## src/rtl/nibble_serial_comparator_if.sv

```systemverilog
// Operand/result handshake bundle for nibble_serial_comparator.
// The slave side is the comparator; the master side is the producer/consumer.
interface nibble_serial_comparator_if #(
  parameter int WIDTH = 16
) ();
  logic             in_valid;
  logic             in_ready;
  logic [WIDTH-1:0] a;
  logic [WIDTH-1:0] b;
  logic             out_valid;
  logic             out_ready;
  logic             a_grt_b;
  logic             a_less_b;
  logic             a_eq_b;

  modport master (
    output in_valid, a, b, out_ready,
    input  in_ready, out_valid, a_grt_b, a_less_b, a_eq_b
  );

  modport slave (
    input  in_valid, a, b, out_ready,
    output in_ready, out_valid, a_grt_b, a_less_b, a_eq_b
  );
endinterface

```

## src/rtl/nibble_serial_comparator.sv

```systemverilog
// Unsigned WIDTH-bit magnitude compare through one shared 4-bit comparator, MSB nibble first.
// Define NIBBLE_CMP_EARLY_EXIT_EN to stop at the first differing nibble (variable latency).
module nibble_serial_comparator #(
  parameter int WIDTH = 16
) (
  input  logic                     clk,
  input  logic                     rst_n,
  input  logic                     clear,
  output logic                     busy,
  nibble_serial_comparator_if.slave bus
);
  localparam int NIB   = WIDTH / 4;
  localparam int IDX_W = (NIB > 1) ? $clog2(NIB) : 1;
  localparam logic [IDX_W-1:0] IDX_TOP = IDX_W'(NIB - 1);

  localparam logic [1:0] IDLE = 2'd0;
  localparam logic [1:0] CMP  = 2'd1;
  localparam logic [1:0] DONE = 2'd2;

  generate
    if ((WIDTH < 4) || ((WIDTH % 4) != 0)) begin : g_bad_width
      $error("nibble_serial_comparator: WIDTH must be a multiple of 4 and at least 4");
    end
  endgenerate

  // {greater, less}; 2'b00 means the nibbles are equal
  function automatic logic [1:0] nib_cmp(input logic [3:0] x, input logic [3:0] y);
    nib_cmp = {(x > y), (x < y)};
  endfunction

  logic [1:0]       state;
  logic [WIDTH-1:0] a_q;
  logic [WIDTH-1:0] b_q;
  logic [IDX_W-1:0] idx;
  logic [1:0]       res;

  logic [3:0] a_nib;
  logic [3:0] b_nib;
  logic [1:0] nib_res;
  logic       nib_diff;
  logic       last_nib;

  always_comb begin
    a_nib = '0;
    b_nib = '0;
    for (int i = 0; i < NIB; i++) begin
      if (idx == IDX_W'(i)) begin
        a_nib = a_q[4*i +: 4];
        b_nib = b_q[4*i +: 4];
      end
    end
    nib_res  = nib_cmp(a_nib, b_nib);
    nib_diff = |nib_res;
    last_nib = (idx == '0);
  end

  always_ff @(posedge clk or negedge rst_n) begin
    if (!rst_n) begin
      state <= IDLE;
      a_q   <= '0;
      b_q   <= '0;
      idx   <= '0;
      res   <= '0;
    end else if (clear) begin
      state <= IDLE;
      a_q   <= '0;
      b_q   <= '0;
      idx   <= '0;
      res   <= '0;
    end else begin
      case (state)
        IDLE: begin
          if (bus.in_valid) begin
            a_q   <= bus.a;
            b_q   <= bus.b;
            idx   <= IDX_TOP;
            res   <= '0;
            state <= CMP;
          end
        end
        CMP: begin
`ifdef NIBBLE_CMP_EARLY_EXIT_EN
          if (nib_diff) begin
            res   <= nib_res;
            state <= DONE;
          end else if (last_nib) begin
            state <= DONE;
          end else begin
            idx <= idx - 1'b1;
          end
`else
          // Only the most significant difference counts; later ones are ignored
          if (nib_diff && (res == 2'b00)) begin
            res <= nib_res;
          end
          if (last_nib) begin
            state <= DONE;
          end else begin
            idx <= idx - 1'b1;
          end
`endif
        end
        DONE: begin
          if (bus.out_ready) begin
            state <= IDLE;
          end
        end
        default: state <= IDLE;
      endcase
    end
  end

  // Flags are gated by DONE so stale results never leak out between operations
  assign bus.in_ready  = (state == IDLE);
  assign bus.out_valid = (state == DONE);
  assign bus.a_grt_b   = (state == DONE) & res[1];
  assign bus.a_less_b  = (state == DONE) & res[0];
  assign bus.a_eq_b    = (state == DONE) & (res == 2'b00);
  assign busy          = (state != IDLE);
endmodule

```

## src/flat_wrapper.sv

```systemverilog
// flat-port wrapper written by rule: the top's interface ports become plain ports
module nibble_serial_comparator_flat 
#(
  parameter int WIDTH = 16
)
  (clk, rst_n, clear, busy, bus_in_valid, bus_a, bus_b, bus_out_ready, bus_in_ready, bus_out_valid, bus_a_grt_b, bus_a_less_b, bus_a_eq_b);
  nibble_serial_comparator_if #(.WIDTH(WIDTH)) bus_i ();
  input  logic clk;
  input  logic rst_n;
  input  logic clear;
  output logic busy;
  input wire logic [$bits(bus_i.in_valid)-1:0] bus_in_valid;
  input wire logic [$bits(bus_i.a)-1:0] bus_a;
  input wire logic [$bits(bus_i.b)-1:0] bus_b;
  input wire logic [$bits(bus_i.out_ready)-1:0] bus_out_ready;
  output wire logic [$bits(bus_i.in_ready)-1:0] bus_in_ready;
  output wire logic [$bits(bus_i.out_valid)-1:0] bus_out_valid;
  output wire logic [$bits(bus_i.a_grt_b)-1:0] bus_a_grt_b;
  output wire logic [$bits(bus_i.a_less_b)-1:0] bus_a_less_b;
  output wire logic [$bits(bus_i.a_eq_b)-1:0] bus_a_eq_b;
  assign bus_i.in_valid = bus_in_valid;
  assign bus_i.a = bus_a;
  assign bus_i.b = bus_b;
  assign bus_i.out_ready = bus_out_ready;
  assign bus_in_ready = bus_i.in_ready;
  assign bus_out_valid = bus_i.out_valid;
  assign bus_a_grt_b = bus_i.a_grt_b;
  assign bus_a_less_b = bus_i.a_less_b;
  assign bus_a_eq_b = bus_i.a_eq_b;
  nibble_serial_comparator #(.WIDTH(WIDTH)) u_core (.clk(clk), .rst_n(rst_n), .clear(clear), .busy(busy), .bus(bus_i));
endmodule
```

## config.mk

```make
export PLATFORM = sky130hd
export DESIGN_NAME = nibble_serial_comparator_flat
export DESIGN_NICKNAME = d
export VERILOG_FILES = /design/src/rtl/nibble_serial_comparator_if.sv /design/src/rtl/nibble_serial_comparator.sv /design/src/flat_wrapper.sv
export SDC_FILE = /design/constraint.sdc
export NUM_CORES = 1
export LEC_CHECK = 0
export CELL_PAD_IN_SITES_DETAIL_PLACEMENT = 1
export CELL_PAD_IN_SITES_GLOBAL_PLACEMENT = 2
export CORE_ASPECT_RATIO = 0.5
export CORE_MARGIN = 4
export CORE_UTILIZATION = 34
export DETAILED_ROUTE_END_ITERATION = 7
export GPL_ROUTABILITY_DRIVEN = 1
export PLACE_DENSITY = 0.94
export SLEW_MARGIN = 10
export SYNTH_ARGS = -nofsm -noshare
export SYNTH_HDL_FRONTEND = slang
export SYNTH_SLANG_ARGS = --single-unit
```

## constraint.sdc

```tcl
create_clock -name clk -period 4 [get_ports clk]
set_clock_uncertainty 0.15 [all_clocks]
set_input_delay 0.4 -clock clk [delete_from_list [all_inputs] [get_ports clk]]
set_output_delay 0.4 -clock clk [all_outputs]
set_load 0.005 [all_outputs]
```

Yosys cells after proc, flatten, opt, wreduce, memory -nomap -nowiden
Cells that the tools add are included.

Flip-flop bits (word level): 38. Bits of input ports: 37. Word-level logic and storage cells: 61.

Add/subtract/negate cells: 1. Equality and inequality tests: 10. Multiplexer cells: 27. Bitwise logic cells: 3. Magnitude comparators: 2. Reductions and logical operators: 13.

Operator list (count): 16-bit two-way mux (6); 4-bit two-way mux (8); 2-bit two-way mux (10); 3-bit != test, second input constant (3); 3-bit AND reduction (3); 2-bit one-hot mux with 2 select lines (2); 2-bit equality test, second input constant (3); 2-bit logical NOT (3); 3-bit by 2-bit != test with 1-bit output, second input constant (2); 2-bit one-hot mux with 3 select lines (1); 2-bit nonzero test (3); 2-bit by 1-bit equality test with 1-bit output, second input constant (2); 4-bit greater-than comparator (1); 4-bit < comparator (1); 1-bit AND (3); 3-bit nonzero test (1); 2-bit AND reduction (1); 2-bit OR reduction (1); 2-bit by 1-bit subtractor with 2-bit output, second input constant (1); 1-bit logical AND (1).

Longest topological paths before layout
Word-level depth: 11. Depth in mapped cells: 12. Gate-level depth less buffers: 11.

Worst setup path after synthesis
OpenSTA, ideal clock, no wires.

Path type: flip-flop to flip-flop. Start point: register u_core.idx[0]. End point: register u_core.res[0]. Buffers on the path: 2. Period minus slack after synthesis: 2.298 ns. Arrival: 2.081 ns. Cell stages (with the launch flop): 13. Data required time: 3.784 ns. Path slack: 1.702 ns. Cells stage by stage: dfrtp_1 > inv_1 > ha_1 > clkbuf_1 > buf_2 > a21oi_1 > o21ai_0 > a22oi_1 > ha_1 > o21ai_0 > a21oi_1 > nor3_1 > a22o_1.

Longest elaborated chain between the ends: 10.

Ends and longest elaborated chain: start, declared (line nibble_serial_comparator.sv:34) `logic [IDX_W-1:0] idx;`; start signal, assigned (line nibble_serial_comparator.sv:99) `idx <= idx - 1'b1;`; 2-bit logical NOT (line nibble_serial_comparator.sv:47) `if (idx == IDX_W'(i)) begin`; 4-bit two-way mux (4 in series) (line nibble_serial_comparator.sv:47); 4-bit < comparator or 4-bit greater-than comparator (tied branches) (line nibble_serial_comparator.sv:28) `nib_cmp = {(x > y), (x < y)};`; 2-bit OR reduction (line nibble_serial_comparator.sv:53) `nib_diff = |nib_res;`; 1-bit logical AND (line nibble_serial_comparator.sv:93) `if (nib_diff && (res == 2'b00)) begin`; 3-bit by 2-bit != test with 1-bit output (no line); 3-bit AND reduction (no line); end signal, assigned (line nibble_serial_comparator.sv:94) `res <= nib_res;`; end, declared (line nibble_serial_comparator.sv:35) `logic [1:0] res;`.

Several ways; a longest one is shown, not always the timed one. The select of a mux whose other input is x is not followed. A chain may end at the register's enable or synchronous reset.

Worst setup path in the final report
Same ends and word-level chain as after synthesis.

==> summary.txt <==
Run status
  – Status: complete, no violations

Synth
  – Syn avg cell area: 10.76 um^2
  – Cell taking the most area after synthesis: dfrtp_1
  – Synth Register Bits: 38
  – EDFF count, synth: 0
  – Post-synth cell types: 29
  – Top post-synthesis cells by count: dfrtp_1 (38), a22o_1 (33), a21oi_1 (20)
  – Count leader, synth: dfrtp_1
  – Largest cells by area after synthesis: dfrtp_1 (50%), a22o_1 (15%), a21oi_1 (5.3%), ha_1 (5.3%), o21ai_0 (2.7%)
  – Cell count after synthesis: 175
  – Synth Flop Type: dfrtp_1
  – Sequential area share after synthesis: 50.50%
  – Post-synthesis instance area: 0.001883 mm^2
  – Share of Yosys cell area claimed by the top area cell type: 50.50%
  – Post-synthesis async set-or-reset flop share: 100.0%
  – Synthesized Nets: 220
  – Yosys Warn Count: 0

STA
  – Worst Hold Margin: 0.3676 ns
  – Slew Viols, Final: 0
  – Worst slew pin tran: 0.9231 ns
  – Final Hold Fails: 0
  – F_max: 370.7 MHz
  – Fin crit share: 67.45%
  – Final setup TNS: 0 ns
  – Crit path time final: 2.698 ns
  – RSZ-0062 raised after global routing: no
  – Max_slew headroom: 38.32%
  – Setup slack after layout: 1.302 ns
  – Final setup violation count: 0

Clock network
  – H-Tree Depth: 2
  – CTS root buf: clkbuf_8
  – CTS max path bufs: 2
  – Clk_lat worst skew: 0.28 ns
  – TritonCTS Buffers: 5
  – Hold Buf Count CTS: 0
  – TritonCTS Sinks: 38
  – Postcts setup bufs: 0
  – CTS tree: built
  – Cts repair resizes: 0
  – Clk slew on worst S/H paths: 0.07 ns

Detailed routing
  – Met3 routed WL: 192 um
  – Routed vias: 1513
  – DRC: 0
  – DR pass1 iterations: 4
  – Initial DRC Count: 61
  – WL/cell: 17.33 um
  – Final wirelength: 4939 um
  – Met1 wire length: 2401 um
  – Mean number of vias per cell: 5.309
  – Highest metal used: met4
  – Detail Route Antenna Nets: 0
  – Routed wl met2: 2293 um

Worst setup path
  – CP peak stage delay: 0.46 ns
  – R2R setup slack: 1.30 ns
  – Setup crit end: u_core.res[0]$_DFFE_PN0P_
  – Crit path depth: 10
  – Crit path buf inv count: 1
  – CP Max Fanout: 12
  – CP Capture Type: register
  – Critical Setup Path Class: reg2reg
  – Critical path, cell by cell: inv_1 -> ha_1 -> nand2_1 -> o21ai_0 -> a22oi_1 -> ha_1 -> o21ai_0 -> a21oi_1 -> nor3_1 -> a22o_1
  – Crit path max-delay cell type: ha_1
  – Crit path max-delay family: compound AO/OA/AOI/OAI gates
  – CP required: 4.08 ns
  – Critical Path Start: u_core.idx[0]$_DFFE_PN0P_
  – Worst path arrival time: 2.77 ns
  – Reg2reg start: u_core.idx[0]$_DFFE_PN0P_
  – Reg2Reg Capture Point: u_core.res[0]$_DFFE_PN0P_
  – Startpoint types: register
  – R2R depth: 10

Min path
  – Hold Path Class: reg2reg
  – Hold Path Origin: u_core.a_q[5]$_DFFE_PN0P_

Placement
  – Pre-CTS setup slack: 1.334 ns
  – PortBufs: 42
  – Routability cong.: 0.8428
  – Cell Area, Placed: 0.002331 mm^2
  – Dpl hpwl: 3566 um
  – Placed Cells: 277

Cells and area
  – Final Cell Area: 0.002422 mm^2
  – Area occupied by multi-input gates: 827.0 um^2
  – Synth-to-Final Area Change: 28.64%
  – Layout filler cell count: 577
  – Nets: 259
  – N_diodes: 0
  – Share of cells above drive strength 1: 6.047%
  – Final Non-Filler Cells: 285
  – Sequential standard cell area: 950.9 um^2

Floorplanning
  – Core footprint: 0.005135 mm^2
  – Rows: 18
  – Die area: 0.006865 mm^2
  – Initial Utilization: 36.67%
  – Die Width: 113.2 um
  – Die Y: 60.63 um
  – Ports: 43

Global routing
  – Vias in the first global route: 1592
  – All-Layer GR Usage: 15.39%
  – First-pass GRT wire length: 8183 um
  – Gr ovfl total: 0
  – Initial antenna violation count: 0
  – Largest net degree at the start of global routing: 39

Power
  – Worst VDD drop: 0.1492 mV
  – P_leak: 1.056 nW
  – Power Dens Cells: 386.6 mW/mm^2

Run
  – Number of max-cap violations: 0
-- layer usage --
layer	GRT usage (%)	up-vias
li1	-	718
met1	21.98	771
met2	23.82	19
met3	3.685	5
met4	4.110	0
met5	0	-
-- final cells by class --
class,count,area share [%]
clock buffer,7,3.564
multi-input combinational,117,34.14
inverter,8,1.240
sequential,38,39.26
tap,70,3.616
timing repair buffer,44,17.98
clock inverter,1,0.2066
-- power breakdown --
| group | leakage [nW] | internal, mW | switching, mW | total (mW) |
|---|---|---|---|---|
| clock | 0.0482 | 0.139 | 0.132 | 0.271 |
| combinational | 0.500 | 0.107 | 0.112 | 0.219 |
| sequential | 0.509 | 0.417 | 0.0295 | 0.447 |
-- cell usage in the layout (no fill, tap or decap), drive strengths merged, types with 4 or more instances in the layout --
cell type / count
a21oi: 21
a22o: 33
a22oi: 4
clkbuf: 7
clkdlybuf4s50: 42
dfrtp: 38
ha: 8
inv: 8
nand2: 13
nand3b: 5
nor2: 6
o21ai: 10
-- state kept, by name (all words and copies together) (netlist names) --
signal and flops:
u_core.a_q 16, u_core.state 2, u_core.b_q 16, u_core.idx 2
u_core.res 2
-- cell families after synthesis --
group,after synthesis,share of synthesized area [%]
AND/OR/NAND/NOR,37,11.03
multiplexers,1,0.5316
AO/OA/AOI/OAI,71,27.04
buffers and inverters,20,5.581
flip-flops,38,50.50
adder cells (fa/ha/maj),8,5.316
-- metrics by stage --
step | total power [mW] | util [%]
CTS | 0.9479 | 47.17
global route | 0.9972 | 47.17
global placement | 0.6611 | 45.39
finish | 0.9364 | 47.17
detailed placement | 0.6729 | 45.39
floorplan | 0.5824 | -
-- how the worst min path moves through the flow --
| stage | endpoint | slack [ns] | cells after the start |
|---|---|---|---|
| CTS | u_core.a_q[9]$_DFFE_PN0P_ | 0.37 | 1 |
| finish | u_core.a_q[5]$_DFFE_PN0P_ | 0.37 | 1 |
| global placement | u_core.a_q[3]$_DFFE_PN0P_ | 0.34 | 1 |
| floorplan | u_core.a_q[0]$_DFFE_PN0P_ | -0.05 | 0 |
| detailed placement | u_core.b_q[9]$_DFFE_PN0P_ | 0.35 | 1 |
| global route | u_core.a_q[9]$_DFFE_PN0P_ | 0.38 | 1 |
(Power assumes the default switching activity.)
